## src/rtl/subtractor_serial_8.sv

```systemverilog
// Bit-serial subtractor: D = A - B, one full-subtractor step per clock, LSB first.
// D is {borrow, difference} and only changes on the transition into DONE.
module subtractor_serial_8 #(
  parameter int WIDTH = 8
) (
  input  logic             clk,
  input  logic             rst,
  input  logic             start,
  input  logic [WIDTH-1:0] A,
  input  logic [WIDTH-1:0] B,
  output logic             busy,
  output logic             done,
  output logic [WIDTH:0]   D
);

  localparam int CW = (WIDTH > 2) ? $clog2(WIDTH) : 1;
  localparam logic [CW-1:0] LAST = CW'(WIDTH - 1);

  typedef enum logic [1:0] {
    IDLE  = 2'd0,
    SHIFT = 2'd1,
    DONE  = 2'd2
  } state_t;

  state_t           state, state_nxt;
  logic [WIDTH-1:0] a_reg, b_reg, res_reg;
  logic [CW-1:0]    cnt;
  logic             bor;
  logic             load;
  logic             last;
  logic             d_bit;
  logic             bor_nxt;

  // Returns {borrow_out, difference} of a single-bit a - b - bin.
  function automatic logic [1:0] full_sub(input logic a, input logic b, input logic bin);
    logic d;
    logic bout;
    d    = a ^ b ^ bin;
    bout = (~a & b) | (~(a ^ b) & bin);
    return {bout, d};
  endfunction

  always_comb begin
    {bor_nxt, d_bit} = full_sub(a_reg[0], b_reg[0], bor);
    last             = (cnt == LAST);
  end

  always_comb begin
    state_nxt = state;
    load      = 1'b0;
    case (state)
      IDLE: begin
        if (start) begin
          load      = 1'b1;
          state_nxt = SHIFT;
        end
      end
      SHIFT: begin
        if (last) state_nxt = DONE;
      end
      DONE: begin
        if (start) begin
          load      = 1'b1;
          state_nxt = SHIFT;
        end else begin
          state_nxt = IDLE;
        end
      end
      default: state_nxt = IDLE;
    endcase
  end

  // busy/done are flopped from the next state so they carry no input-to-output path.
  always_ff @(posedge clk or posedge rst) begin
    if (rst) begin
      state <= IDLE;
      busy  <= 1'b0;
      done  <= 1'b0;
    end else begin
      state <= state_nxt;
      busy  <= (state_nxt == SHIFT);
      done  <= (state_nxt == DONE);
    end
  end

  always_ff @(posedge clk or posedge rst) begin
    if (rst) begin
      a_reg   <= '0;
      b_reg   <= '0;
      res_reg <= '0;
      cnt     <= '0;
      bor     <= 1'b0;
      D       <= '0;
    end else if (load) begin
      a_reg <= A;
      b_reg <= B;
      bor   <= 1'b0;
      cnt   <= '0;
    end else if (state == SHIFT) begin
      a_reg   <= a_reg >> 1;
      b_reg   <= b_reg >> 1;
      bor     <= bor_nxt;
      res_reg <= {d_bit, res_reg[WIDTH-1:1]};
      cnt     <= cnt + 1'b1;
      // The final bit is merged directly so D never exposes a partial result.
      if (last) D <= {bor_nxt, d_bit, res_reg[WIDTH-1:1]};
    end
  end

endmodule

```

## config.mk

```make
export PLATFORM = sky130hd
export DESIGN_NAME = subtractor_serial_8
export DESIGN_NICKNAME = d
export VERILOG_FILES = /design/src/rtl/subtractor_serial_8.sv
export SDC_FILE = /design/constraint.sdc
export NUM_CORES = 1
export LEC_CHECK = 0
export BUFFER_PORTS_ARGS = -buffer_cell sky130_fd_sc_hd__buf_2
export CELL_PAD_IN_SITES_DETAIL_PLACEMENT = 0
export CELL_PAD_IN_SITES_GLOBAL_PLACEMENT = 1
export CORE_UTILIZATION = 45
export CTS_BUF_LIST = sky130_fd_sc_hd__clkbuf_4
export DETAILED_ROUTE_END_ITERATION = 10
export HOLD_SLACK_MARGIN = 0.05
export PLACE_DENSITY = 0.85
export SLEW_MARGIN = 0
export SYNTH_ARGS = -nofsm -noshare
export SYNTH_HDL_FRONTEND = slang
export SYNTH_SLANG_ARGS = --single-unit
```

## constraint.sdc

```tcl
create_clock -name clk -period 1.69 [get_ports clk]
set_input_delay 0.338 -clock clk [delete_from_list [all_inputs] [get_ports clk]]
set_output_delay 0.338 -clock clk [all_outputs]
set_load 0.02 [all_outputs]
```

==> results.sh <==
export IMPL_max_clock_path_buffers=2
export IMPL_slew_violations=0
export IMPL_placeable_core_area_um2=3740
export IMPL_period_needed_ns=1.54
export IMPL_grt_max_degree=41
export IMPL_avgSynthCellArea_um2=11.4
export IMPL_numClockSinks=40
export IMPL_max_slew_margin_pct=67.0
export IMPL_detailedRoute_firstIterationViolations=43
export IMPL_route_final_wire_length_um=3080
export IMPL_power_leakage_nw=0.995
export IMPL_final_cell_mix="sky130_fd_sc_hd__dfrtp_1, sky130_fd_sc_hd__buf_2, sky130_fd_sc_hd__nand2_1, sky130_fd_sc_hd__nor2b_1, sky130_fd_sc_hd__nor2_1"
export IMPL_final_min_period_over_clock_period_pct=91.3
export IMPL_syn_area_um2=1780
export IMPL_cts_repair_resizes=0
export IMPL_synthCells=156
export IMPL_antenna_found_initial=0
export IMPL_first_global_vias=1273
export IMPL_path_class="flop to flop"
export IMPL_overflow=0
export IMPL_synth_lib_cells_used_distinct=24
export IMPL_fp_dieH_um=65.0
export IMPL_track_usage_pct=17.8
export IMPL_fin_util_pct=54.4
export IMPL_diodes=0
export IMPL_final_setup_tns_ns=0
export IMPL_postCtsSetupRepairBufs=0
export IMPL_yosys_warnings=0
export IMPL_worst_setup_hold_path_clk_slew_ns=0.13
export IMPL_critPathCaptureType="flop"
export IMPL_timing_worst_slew_pin_value_ns=0.494
export IMPL_worst_ep_required_time_ns=1.93
export IMPL_routed_wire_length_per_instance_um=13.1
export IMPL_run_status="completed"
export IMPL_synth_ff_latch_count=40
export IMPL_routabilityCongestion=0.688
export IMPL_synthToLayoutAreaGrowth_pct=14.1
export IMPL_placementRows=22
export IMPL_finalHoldViolations=0
export IMPL_cts_root_buf="sky130_fd_sc_hd__clkbuf_4"
export IMPL_hold_ws_ns=0.0900
export IMPL_drt_antenna_violating_nets=0
export IMPL_startpoint_type="flop"
export IMPL_post_place_cells=228
export IMPL_layout_commonest_cell="sky130_fd_sc_hd__dfrtp_1"
export IMPL_hp_class="primary input to async pin"
export IMPL_cts_htree_levels=2
export IMPL_setup_violations=0
export IMPL_clock_fmax_mhz=648
export IMPL_routed_via_count=1215
export IMPL_ff2ff_setup_slack_ns=0.15
export IMPL_numPortBuffers=29
export IMPL_worst_skew_pair_late_latency_ns=0.34
export IMPL_boundaryPins=30
export IMPL_critical_path_max_fanout=12
export IMPL_yosysSeqAreaShare_pct=56.1
export IMPL_number_of_flip_flops_under_the_largest_register_name=9
export IMPL_cellPowerDensity_nw_per_um2=1910
export IMPL_dr_pass1_iters=4
export IMPL_final_net_count=209
export IMPL_cts_made_buffers=5
export IMPL_vias_per_cell=5.15
export IMPL_layout_cells_sized_above_1_pct=27.7
export IMPL_die_area_um2=4220
export IMPL_post_dp_hpwl_um=2150
export IMPL_initial_utilization_pct=47.7
export IMPL_postSynthNetCount=178
export IMPL_floorplan_die_width_um=65.0
export IMPL_cts_hold_buffers_added=0
export IMPL_grt_pass1_wl_um=5630
export IMPL_max_cap_violations=0
export IMPL_layout_cells_non_filler=236
export IMPL_finalClockSkew_ns=0.0125
export IMPL_vdd_drop_max_mv=0.803
export IMPL_setup_repair_after_global_routing_missed_its_margin="no"
export IMPL_tritoncts="built"
export IMPL_arrival_time_at_the_worst_endpoint_ns=1.78
export IMPL_remaining_drc_errors=0
-- cell usage after synthesis, drive strengths merged --
library cell  instances  area share [%]
dfrtp                40              56
nand2                22             4.6
buf                  11             4.1
mux2                  9             6.9
nor2                  9             2.0
nor2b                 8             2.8
a211oi                7             2.9
a21oi                 7             2.0
mux2i                 7             3.9
nor3                  7             2.0
o22ai                 7             2.5
a22o                  5             2.5
inv                   5             1.1
o21ai                 3            0.84
ha                    2             1.4
nand2b                2            0.70
and2b                 1            0.42
fa                    1             1.1
nand3b                1             1.1
o2bb2ai               1            0.49
xnor2                 1            0.49
-- final cells by class --
type                            instances  area (um^2)
Clock inverter                          3         37.5
Timing Repair Buffer                   35          190
Clock buffer                            5         37.5
Tap cell                               48         60.1
Fill cell                             357         1710
Sequential cell                        40         1000
Multi-Input combinational cell        100          691
Inverter                                5         18.8
-- power breakdown --
| part | internal [W] | switching, W | leakage (nW) | total, W |
|---|---|---|---|---|
| clock network | 0.000302 | 0.000310 | 0.0403 | 0.000613 |
| registers | 0.00141 | 0.000293 | 0.483 | 0.00170 |
| logic | 0.000737 | 0.000834 | 0.472 | 0.00157 |
-- worst paths after layout --
check / endpoint / cells past startpoint / startpoint
max: D[7] / 4 / cnt[0]
min: busy / 3 / rst
max reg2reg: D[7] / 4 / cnt[0]
min reg2reg: bor / 1 / bor
max in group asynchronous: b_reg[1] / 3 / rst
min in group clk: a_reg[7] / 2 / A[7]
-- per-stage QoR --
stage | setup WS, ns | instance area (um^2) | total power [W]
after floorplan | 0.238 | 1780 | 0.00292
after global placement | 0.206 | 1960 | 0.00323
after detailed placement | 0.153 | 1960 | 0.00333
after CTS | 0.143 | 2040 | 0.00394
after global routing | 0.0832 | 2040 | 0.00423
final | 0.147 | 2040 | 0.00389
-- layer usage --
layer	GRT usage, %	wire [um]	share of wire (%)
met5	0	0	0
met1	21.8	1420	46
met2	29.8	1530	50
met4	3.33	0	0
met3	6.87	126	4.1
-- cell families after synthesis --
| group | count (synthesis) | synth area share [%] |
|---|---|---|
| AO/OA/AOI/OAI | 30 | 11.1 |
| XOR/XNOR | 1 | 0.491 |
| adder cells (fa/ha/maj) | 3 | 2.52 |
| buffers and inverters | 16 | 5.19 |
| flip-flops | 40 | 56.1 |
| multiplexers | 16 | 10.9 |
| AND/OR/NAND/NOR | 50 | 13.7 |
-- critical path: stages (launching register included) --
cell and delay, ns:
sky130_fd_sc_hd__dfrtp_1 0.43, sky130_fd_sc_hd__ha_1 0.22, sky130_fd_sc_hd__ha_1 0.23, sky130_fd_sc_hd__nand3b_4 0.21
sky130_fd_sc_hd__mux2_2 0.36
Note: power is estimated with default switching activity, not from simulation.
